## config.mk

```make
export PLATFORM = sky130hd
export DESIGN_NAME = jtdd_vrom_resp
export DESIGN_NICKNAME = d
export VERILOG_FILES = /design/src/rtl/jtdd_vrom_resp.sv
export SDC_FILE = /design/constraint.sdc
export NUM_CORES = 1
export LEC_CHECK = 0
export ABC_AREA = 1
export CAP_MARGIN = 20
export CELL_PAD_IN_SITES_DETAIL_PLACEMENT = 1
export CELL_PAD_IN_SITES_GLOBAL_PLACEMENT = 2
export CORE_MARGIN = 1.5
export CORE_UTILIZATION = 29
export DETAILED_ROUTE_END_ITERATION = 12
export GPL_ROUTABILITY_DRIVEN = 0
export PLACE_DENSITY_LB_ADDON = 0.1
export SLEW_MARGIN = 20
export SYNTH_ARGS = -nofsm -noshare
export SYNTH_HDL_FRONTEND = slang
export SYNTH_SLANG_ARGS = --single-unit
```

## constraint.sdc

```tcl
create_clock -name clk -period 2.5 [get_ports clk]
set_clock_uncertainty 0.2 [all_clocks]
set_input_delay 0.375 -clock clk [delete_from_list [all_inputs] [get_ports clk]]
set_output_delay 0.375 -clock clk [all_outputs]
set_load 0.01 [all_outputs]
```

## src/rtl/jtdd_vrom_resp.sv

```systemverilog
// jtdd_vrom_resp: serves char/scroll/object video ROM ports from one 16-bit memory read port,
// caching the last word fetched per port and refetching whenever a port's tag stops matching.
module jtdd_vrom_resp #(
    parameter int CHAR_AW = 15,
    parameter int SCR_AW = 17,
    parameter int OBJ_AW = 18,
    parameter int MEM_AW = 22,
    parameter logic [MEM_AW-1:0] CHAR_OFFSET = '0,
    parameter logic [MEM_AW-1:0] SCR_OFFSET = '0,
    parameter logic [MEM_AW-1:0] OBJ_OFFSET = '0
) (
    input  logic              clk,
    input  logic              rst_n,
    input  logic [CHAR_AW-1:0] char_addr,
    output logic [7:0]        char_data,
    output logic              char_ok,
    input  logic [SCR_AW-1:0] scr_addr,
    output logic [15:0]       scr_data,
    output logic              scr_ok,
    input  logic [OBJ_AW-1:0] obj_addr,
    output logic [15:0]       obj_data,
    output logic              obj_ok,
    output logic              mem_req,
    output logic [MEM_AW-1:0] mem_addr,
    input  logic              mem_ack,
    input  logic [15:0]       mem_dout,
    input  logic              mem_rdy
);
    localparam int AB = SCR_AW > CHAR_AW - 1 ? SCR_AW : CHAR_AW - 1;
    localparam int TW = OBJ_AW > AB ? OBJ_AW : AB;
    typedef enum logic [1:0] {IDLE, REQ, WAIT} state_t;
    typedef enum logic [1:0] {P_CHAR, P_SCR, P_OBJ} port_t;
    state_t st;
    port_t sel;
    logic [TW-1:0] cap_tag;
    logic [CHAR_AW-2:0] char_tag;
    logic [SCR_AW-1:0] scr_tag;
    logic [OBJ_AW-1:0] obj_tag;
    logic [15:0] char_word;
    logic char_vld, scr_vld, obj_vld;
    logic done;
    assign char_ok = char_vld && char_tag == char_addr[CHAR_AW-1:1];
    assign scr_ok = scr_vld && scr_tag == scr_addr;
    assign obj_ok = obj_vld && obj_tag == obj_addr;
    assign char_data = char_addr[0] ? char_word[15:8] : char_word[7:0];
    // rdy seen in REQ completes even without ack, so late-ack controllers still finish
    assign done = mem_rdy && (st == REQ || st == WAIT);
    always_ff @(posedge clk or negedge rst_n) begin
        if (!rst_n) begin
            st <= IDLE;
            sel <= P_CHAR;
            cap_tag <= '0;
            mem_req <= 1'b0;
            mem_addr <= '0;
            char_tag <= '0;
            scr_tag <= '0;
            obj_tag <= '0;
            char_word <= '0;
            scr_data <= '0;
            obj_data <= '0;
            char_vld <= 1'b0;
            scr_vld <= 1'b0;
            obj_vld <= 1'b0;
        end else begin
            case (st)
                IDLE: if (!char_ok || !scr_ok || !obj_ok) begin
                    mem_req <= 1'b1;
                    st <= REQ;
                    sel <= !char_ok ? P_CHAR : !scr_ok ? P_SCR : P_OBJ;
                    cap_tag <= !char_ok ? TW'(char_addr[CHAR_AW-1:1]) :
                               !scr_ok ? TW'(scr_addr) : TW'(obj_addr);
                    mem_addr <= !char_ok ? CHAR_OFFSET + MEM_AW'(char_addr[CHAR_AW-1:1]) :
                                !scr_ok ? SCR_OFFSET + MEM_AW'(scr_addr) :
                                OBJ_OFFSET + MEM_AW'(obj_addr);
                end
                REQ: if (mem_ack || mem_rdy) begin
                    mem_req <= 1'b0;
                    st <= mem_rdy ? IDLE : WAIT;
                end
                WAIT: if (mem_rdy) st <= IDLE;
                default: st <= IDLE;
            endcase
            if (done && sel == P_CHAR) begin
                char_tag <= cap_tag[CHAR_AW-2:0];
                char_word <= mem_dout;
                char_vld <= 1'b1;
            end
            if (done && sel == P_SCR) begin
                scr_tag <= cap_tag[SCR_AW-1:0];
                scr_data <= mem_dout;
                scr_vld <= 1'b1;
            end
            if (done && sel == P_OBJ) begin
                obj_tag <= cap_tag[OBJ_AW-1:0];
                obj_data <= mem_dout;
                obj_vld <= 1'b1;
            end
        end
    end
endmodule

```

==> impl_metrics.ini, run 1 <==
[status]
status = complete, no violations

[yosys]
syn_area_per_cell_um2 = 7.326
netlist_area_um2 = 6484
yosys_warnings = 0
synth_seq_cells = 123
syn_inst = 885
synth_cell_types = 34
synth-seq-area-share = 0.4747

[timing]
setup_ws_ns = 0.08973
min_period_ns = 2.410
hold_slack_ns = 0.09817
hold_viol_final = 0
drv_slew = 0
finalSetupViolCount = 0
period_share = 0.9641
fmax_ghz = 0.4149

[clocking]
clock-sinks = 123
insertion_delay_ns = 0.41
htreeDepth = 4
cts_buffers = 17
root_buffer = clkbuf_16
ctsLongestPathBuffers = 2
clkSlewWorstSetupHoldPaths_ns = 0.06
post_cts_buffers = 0
cts_tree = done

[placement]
numPortBuffers = 131
preCtsSetupSlack_ns = -0.3232
hpwl_mm = 17.12

[floorplan]
die-area_um2 = 23260
die_width_um = 152.5
die_h_um = 152.5
coreArea_um2 = 21890
num_rows = 54
start_util = 0.2962
ios = 136

[drt]
dr.pass1.iters = 4
drc = 0
dr_total_vias = 6130
detail-route-antenna-nets = 0
totalWireLength_mm = 21.79
avgRoutedWirePerCell_um = 15.57
first_iter_violations = 233
vias_per_cell = 4.379

[worst_setup_path]
crit_type = in -> out
startpoint_type = input pin
rrSetupSlack_ns = 0.40
critPathMaxFanout = 5
crit_required_ns = 1.92
arrival_ns = 1.84
crit_path_end_kind = output pin

[flow_run]
drv_cap = 0

[global_routing]
grt_pass1_vias = 6683
antenna_found_initial = 0
grt_util_all_layers = 0.1966
grt_max_degree = 58
grt-ovfl-total = 0
grt_pass1_wl_mm = 35.65

[pwr]
cellLeakagePower_uw = 0.004825
irDropWorstVdd_uv = 447.5
powerDensity_nw_per_um2 = 774.1

[worst_hold_path]
min_path_type = in -> reg

[layout]
post-route-util = 0.4319
areaGrowthSynthToFinish_pct = 45.83
drive_gt1_frac = 0.1598
diodes = 0
nets = 1181
-- placed cells by master (no fill, tap or decap), types with 5 or more instances in the layout --
cell,count
mux2_2,8
inv_1,132
nand4_1,9
clkdlybuf4s50_1,121
o21ai_0,97
nand3_1,33
nand2_1,345
o21ai_2,5
inv_6,6
buf_12,8
nor2_1,46
nor2_2,7
dfrtp_1,123
nand3_2,5
clkbuf_16,17
dlymetal6s2s_1,5
buf_4,95
-- layer usage --
metal | GRT usage | wire [um] | vias to the layer above | part of all wire
li1 | - | - | 3140 | -
met1 | 0.2530 | 10220 | 2879 | 0.47
met2 | 0.3404 | 10510 | 106 | 0.48
met3 | 0.04266 | 959 | 5 | 0.044
met4 | 0.03892 | 110 | 0 | 0.0050
met5 | 0 | 0 | - | 0
-- registers in the layout, summed over array words and instances, names as in the netlist --
signal,cells
obj_data,16
mem_req,1
sel,2
st,2
obj_tag,18
scr_vld,1
obj_vld,1
char_vld,1
char_word,16
mem_addr,18
char_tag,14
scr_data,16
scr_tag,17
-- path summary, 6_finish.rpt --
| kind | from | endpoint | cells after the start |
|---|---|---|---|
| setup reg to reg | char_tag[9] | mem_addr[4] | 14 |
| min in group asynchronous | rst_n | obj_data[12] | 2 |
| hold / removal | scr_addr[5] | mem_addr[5] | 3 |
| hold reg to reg | obj_vld | obj_vld | 2 |
| setup / recovery | char_addr[0] | char_data[1] | 4 |
| max in group asynchronous | rst_n | char_tag[10] | 3 |
-- area by class of cell --
| type | instances | area, um^2 |
|---|---|---|
| flip-flops and latches | 123 | 3078 |
| fillers | 2738 | 12440 |
| inverters | 136 | 510.5 |
| well taps | 280 | 350.3 |
| repair buffers | 234 | 2186 |
| clock buffers | 17 | 425.4 |
| clock inverters | 14 | 136.4 |
| multi-input cells | 596 | 2769 |
-- synthesized netlist by cell type (all sizes together) --
cell	n	area, um^2
xor2	4	35.03
nand3b	1	7.510
dfrtp	123	3078
nand4	9	56.30
buf	11	105.1
inv	136	510.5
and2	1	6.260
conb	1	3.750
clkbuf	22	82.58
o22ai	1	6.260
xnor2	6	52.55
or2	1	6.260
ha	3	37.54
o21ai	104	539.3
a21oi	4	31.28
nor2	56	254.0
o21bai	1	11.26
mux2	8	90.09
nor3	4	20.02
nand3	40	230.2
nand2	349	1320
-- where the power goes --
part           total [uW]  leakage [uW]  internal [uW]  switching, uW
logic                2290       0.00293           1060           1240
registers            2660       0.00162           2360            300
clock network        2370      0.000268           1380            985
total                7320       0.00483           4800           2520
-- metrics by stage --
step,area [um^2],TNS [ns],std cells,power (uW)
6_report,9455,0,1400,7319
4_1_cts,9429,0,1400,7448
5_1_grt,9455,-0.001281,1400,7787
3_5_place_dp,8847,-2.855,1368,5022
3_3_place_gp,8847,-2.157,1368,4973
2_1_floorplan,6495,0,888,3760
-- critical path, cell delays in order --
cell	delay (ns)
clkdlybuf4s50_1	0.47
buf_4	0.15
mux2_2	0.34
clkdlybuf4s50_1	0.50
-- what timing repair did --
action                     CTS  global route
setup endpoints to repair    3             3
gates resized for setup      8            15
hold endpoints to repair    78             0
hold buffers                 1             0
-- cells by family (layout without fill, tap and decap cells) --
family | after synthesis | in the layout | share of synthesized area
XOR/XNOR | 10 | 10 | 0.01351
AND/OR/NAND/NOR | 461 | 461 | 0.2931
adder cells (fa/ha/maj) | 3 | 3 | 0.005790
multiplexers | 8 | 8 | 0.01389
flip-flops | 123 | 123 | 0.4747
other | 1 | 4 | 0.0005784
buffers and inverters | 169 | 401 | 0.1077
AO/OA/AOI/OAI | 110 | 110 | 0.09070
Power figures use the tool's default switching activity.
==> run 2: changes to the inputs <==
Settings changed: CORE_UTILIZATION 29 to 26.
Clock period 2.5 ns to 2.18 ns, I/O delays scaled along.
==> impl_metrics.ini, run 2 (same netlist as run 1, synthesis figures left out) <==
[placement]
preCtsSetupSlack_ns = -0.5321
hpwl_mm = 17.71
placed_area_um2 = 8788
numPortBuffers = 131

[floorplan]
coreArea_um2 = 24390
die_width_um = 160.9
num_rows = 57
ios = 136
die_h_um = 160.9
die-area_um2 = 25890
start_util = 0.2658

[timing]
rsz0062_at_grt = true
fmax_ghz = 0.4621
hold_viol_final = 0
worstMarginPinSlew_ns = 0.5060
min_period_ns = 2.164
setup_ws_ns = 0.01607
relSlewSlack = 0.6627
hold_slack_ns = 0.03040
drv_slew = 0
period_share = 0.9926
finalSetupViolCount = 0

[clocking]
htreeDepth = 4
cts_tree = done
clock-sinks = 123
insertion_delay_ns = 0.42
clkSlewWorstSetupHoldPaths_ns = 0.06
root_buffer = clkbuf_16
cts_buffers = 17
ctsLongestPathBuffers = 2

[worst_setup_path]
rrSetupSlack_ns = 0.07
arrival_ns = 1.64
crit_type = in -> out
crit_path_top_delay_cell = clkdlybuf4s50_1
crit_path_end_kind = output pin
critical_path.cell_chain = clkdlybuf4s50_1 > xnor2_1 > buf_4 > nand2_1 > nor2_1 > nand2_1 > nor2_2 > buf_2
cp_slowest_stage_delay_ns = 0.56
startpoint_type = input pin
path_delay_family = buffers and inverters
critPathMaxFanout = 2
crit_buf_inv = 3
crit_top_cell = nand2_1
crit_required_ns = 1.65

[layout]
nets = 1177
drive_gt1_frac = 0.2104
areaGrowthSynthToFinish_pct = 50.23
post-route-util = 0.3994
design_area_um2 = 9741
largest_registers = mem_addr: 18 flops, obj_tag: 18 flops, scr_tag: 17 flops
layout_common_cells = nand2_1, inv_1, dfrtp_1, o21ai_0, clkdlybuf4s50_1
layout_commonest_cell = nand2_1

[drt]
dr_total_vias = 6108
avgRoutedWirePerCell_um = 15.99
dr.pass1.iters = 5
detail-route-antenna-nets = 0
first_iter_violations = 287
totalWireLength_mm = 23.07
vias_per_cell = 4.233
drc = 0

[global_routing]
grt_max_degree = 68
grt_util_all_layers = 0.1823
grt-ovfl-total = 0
grt_pass1_vias = 6381
antenna_found_initial = 2
grt_pass1_wl_mm = 35.82

[flow_run]
drv_cap = 0

[pwr]
p_total_uw = 8674
cellLeakagePower_uw = 0.005026
powerDensity_nw_per_um2 = 890.5
irDropWorstVdd_uv = 437.0

[worst_hold_path]
min_path_type = in -> reg

[status]
status = complete, no violations
## run 2: cell types whose count changed in the layout (fill, tap and decap cells not counted), sizes merged
| cell | delta |
|---|---|
| diode | +2 |
| buf | -3 |
| clkbuf | +1 |
| dlymetal6s2s | +9 |
| clkinvlp | -1 |
| inv | +1 |
| clkdlybuf4s50 | -30 |
| dlygate4sd2 | +20 |
## run 2: through the flow
stage,setup TNS (ns),instances
2_1_floorplan,0,888
3_3_place_gp,-10.70,1398
3_5_place_dp,-11.37,1398
4_1_cts,-0.1216,1432
5_1_grt,-0.2749,1442
6_report,0,1443
## run 2: tightest hold or removal path, cell delays in order
cell and delay, ns:
dlymetal6s2s_1 0.14, nand2_1 0.07, nand3_1 0.07
## run 2: final cells by class
| type | count | area (um^2) |
|---|---|---|
| inverter | 136 | 510.5 |
| antenna | 2 | 5.005 |
| fill | 3010 | 14650 |
| clock buffer | 18 | 439.2 |
| tap | 324 | 405.4 |
| multi-input combinational | 596 | 2954 |
| clock inverter | 14 | 136.4 |
| timing repair buffer | 230 | 2206 |
| sequential | 123 | 3084 |
## run 2: final timing paths
path                               from  cells past startpoint      endpoint
min in group asynchronous         rst_n                      2   obj_data[2]
max in group asynchronous         rst_n                      3  mem_addr[12]
setup / recovery            obj_addr[4]                      8        obj_ok
setup reg to reg             scr_tag[2]                     11   mem_addr[5]
hold / removal             scr_addr[16]                      3  mem_addr[16]
hold reg to reg                 obj_vld                      2       obj_vld
## run 2: routing by layer
| metal | vias to the layer above | track usage | wire [um] |
|---|---|---|---|
| met1 | 2855 | 0.2470 | 10830 |
| met4 | 0 | 0.04545 | 100 |
| li1 | 3138 | - | - |
| met5 | - | 0 | 0 |
| met3 | 5 | 0.03796 | 1235 |
| met2 | 110 | 0.2964 | 10900 |
## run 2: where the power goes
group / switching, uW / internal (uW) / total [uW]
Clock: 1160 / 1630 / 2780
Sequential: 326 / 2700 / 3030
Combinational: 1580 / 1280 / 2860
## run 2: timing repair
action,in CTS,in global routing
buffers inserted,1,6
endpoints found under the setup margin,22,25
gates resized for setup,50,77
pin swaps,5,26
hold endpoints to repair,46,0
cloned,0,3
hold buffers,1,0
==> run 3: changes to the inputs <==
Settings changed: CTS_CLUSTER_SIZE from default to 40.
==> results of run 3 <==
No change in the layout: final DEF, timing and power equal those of run 2.
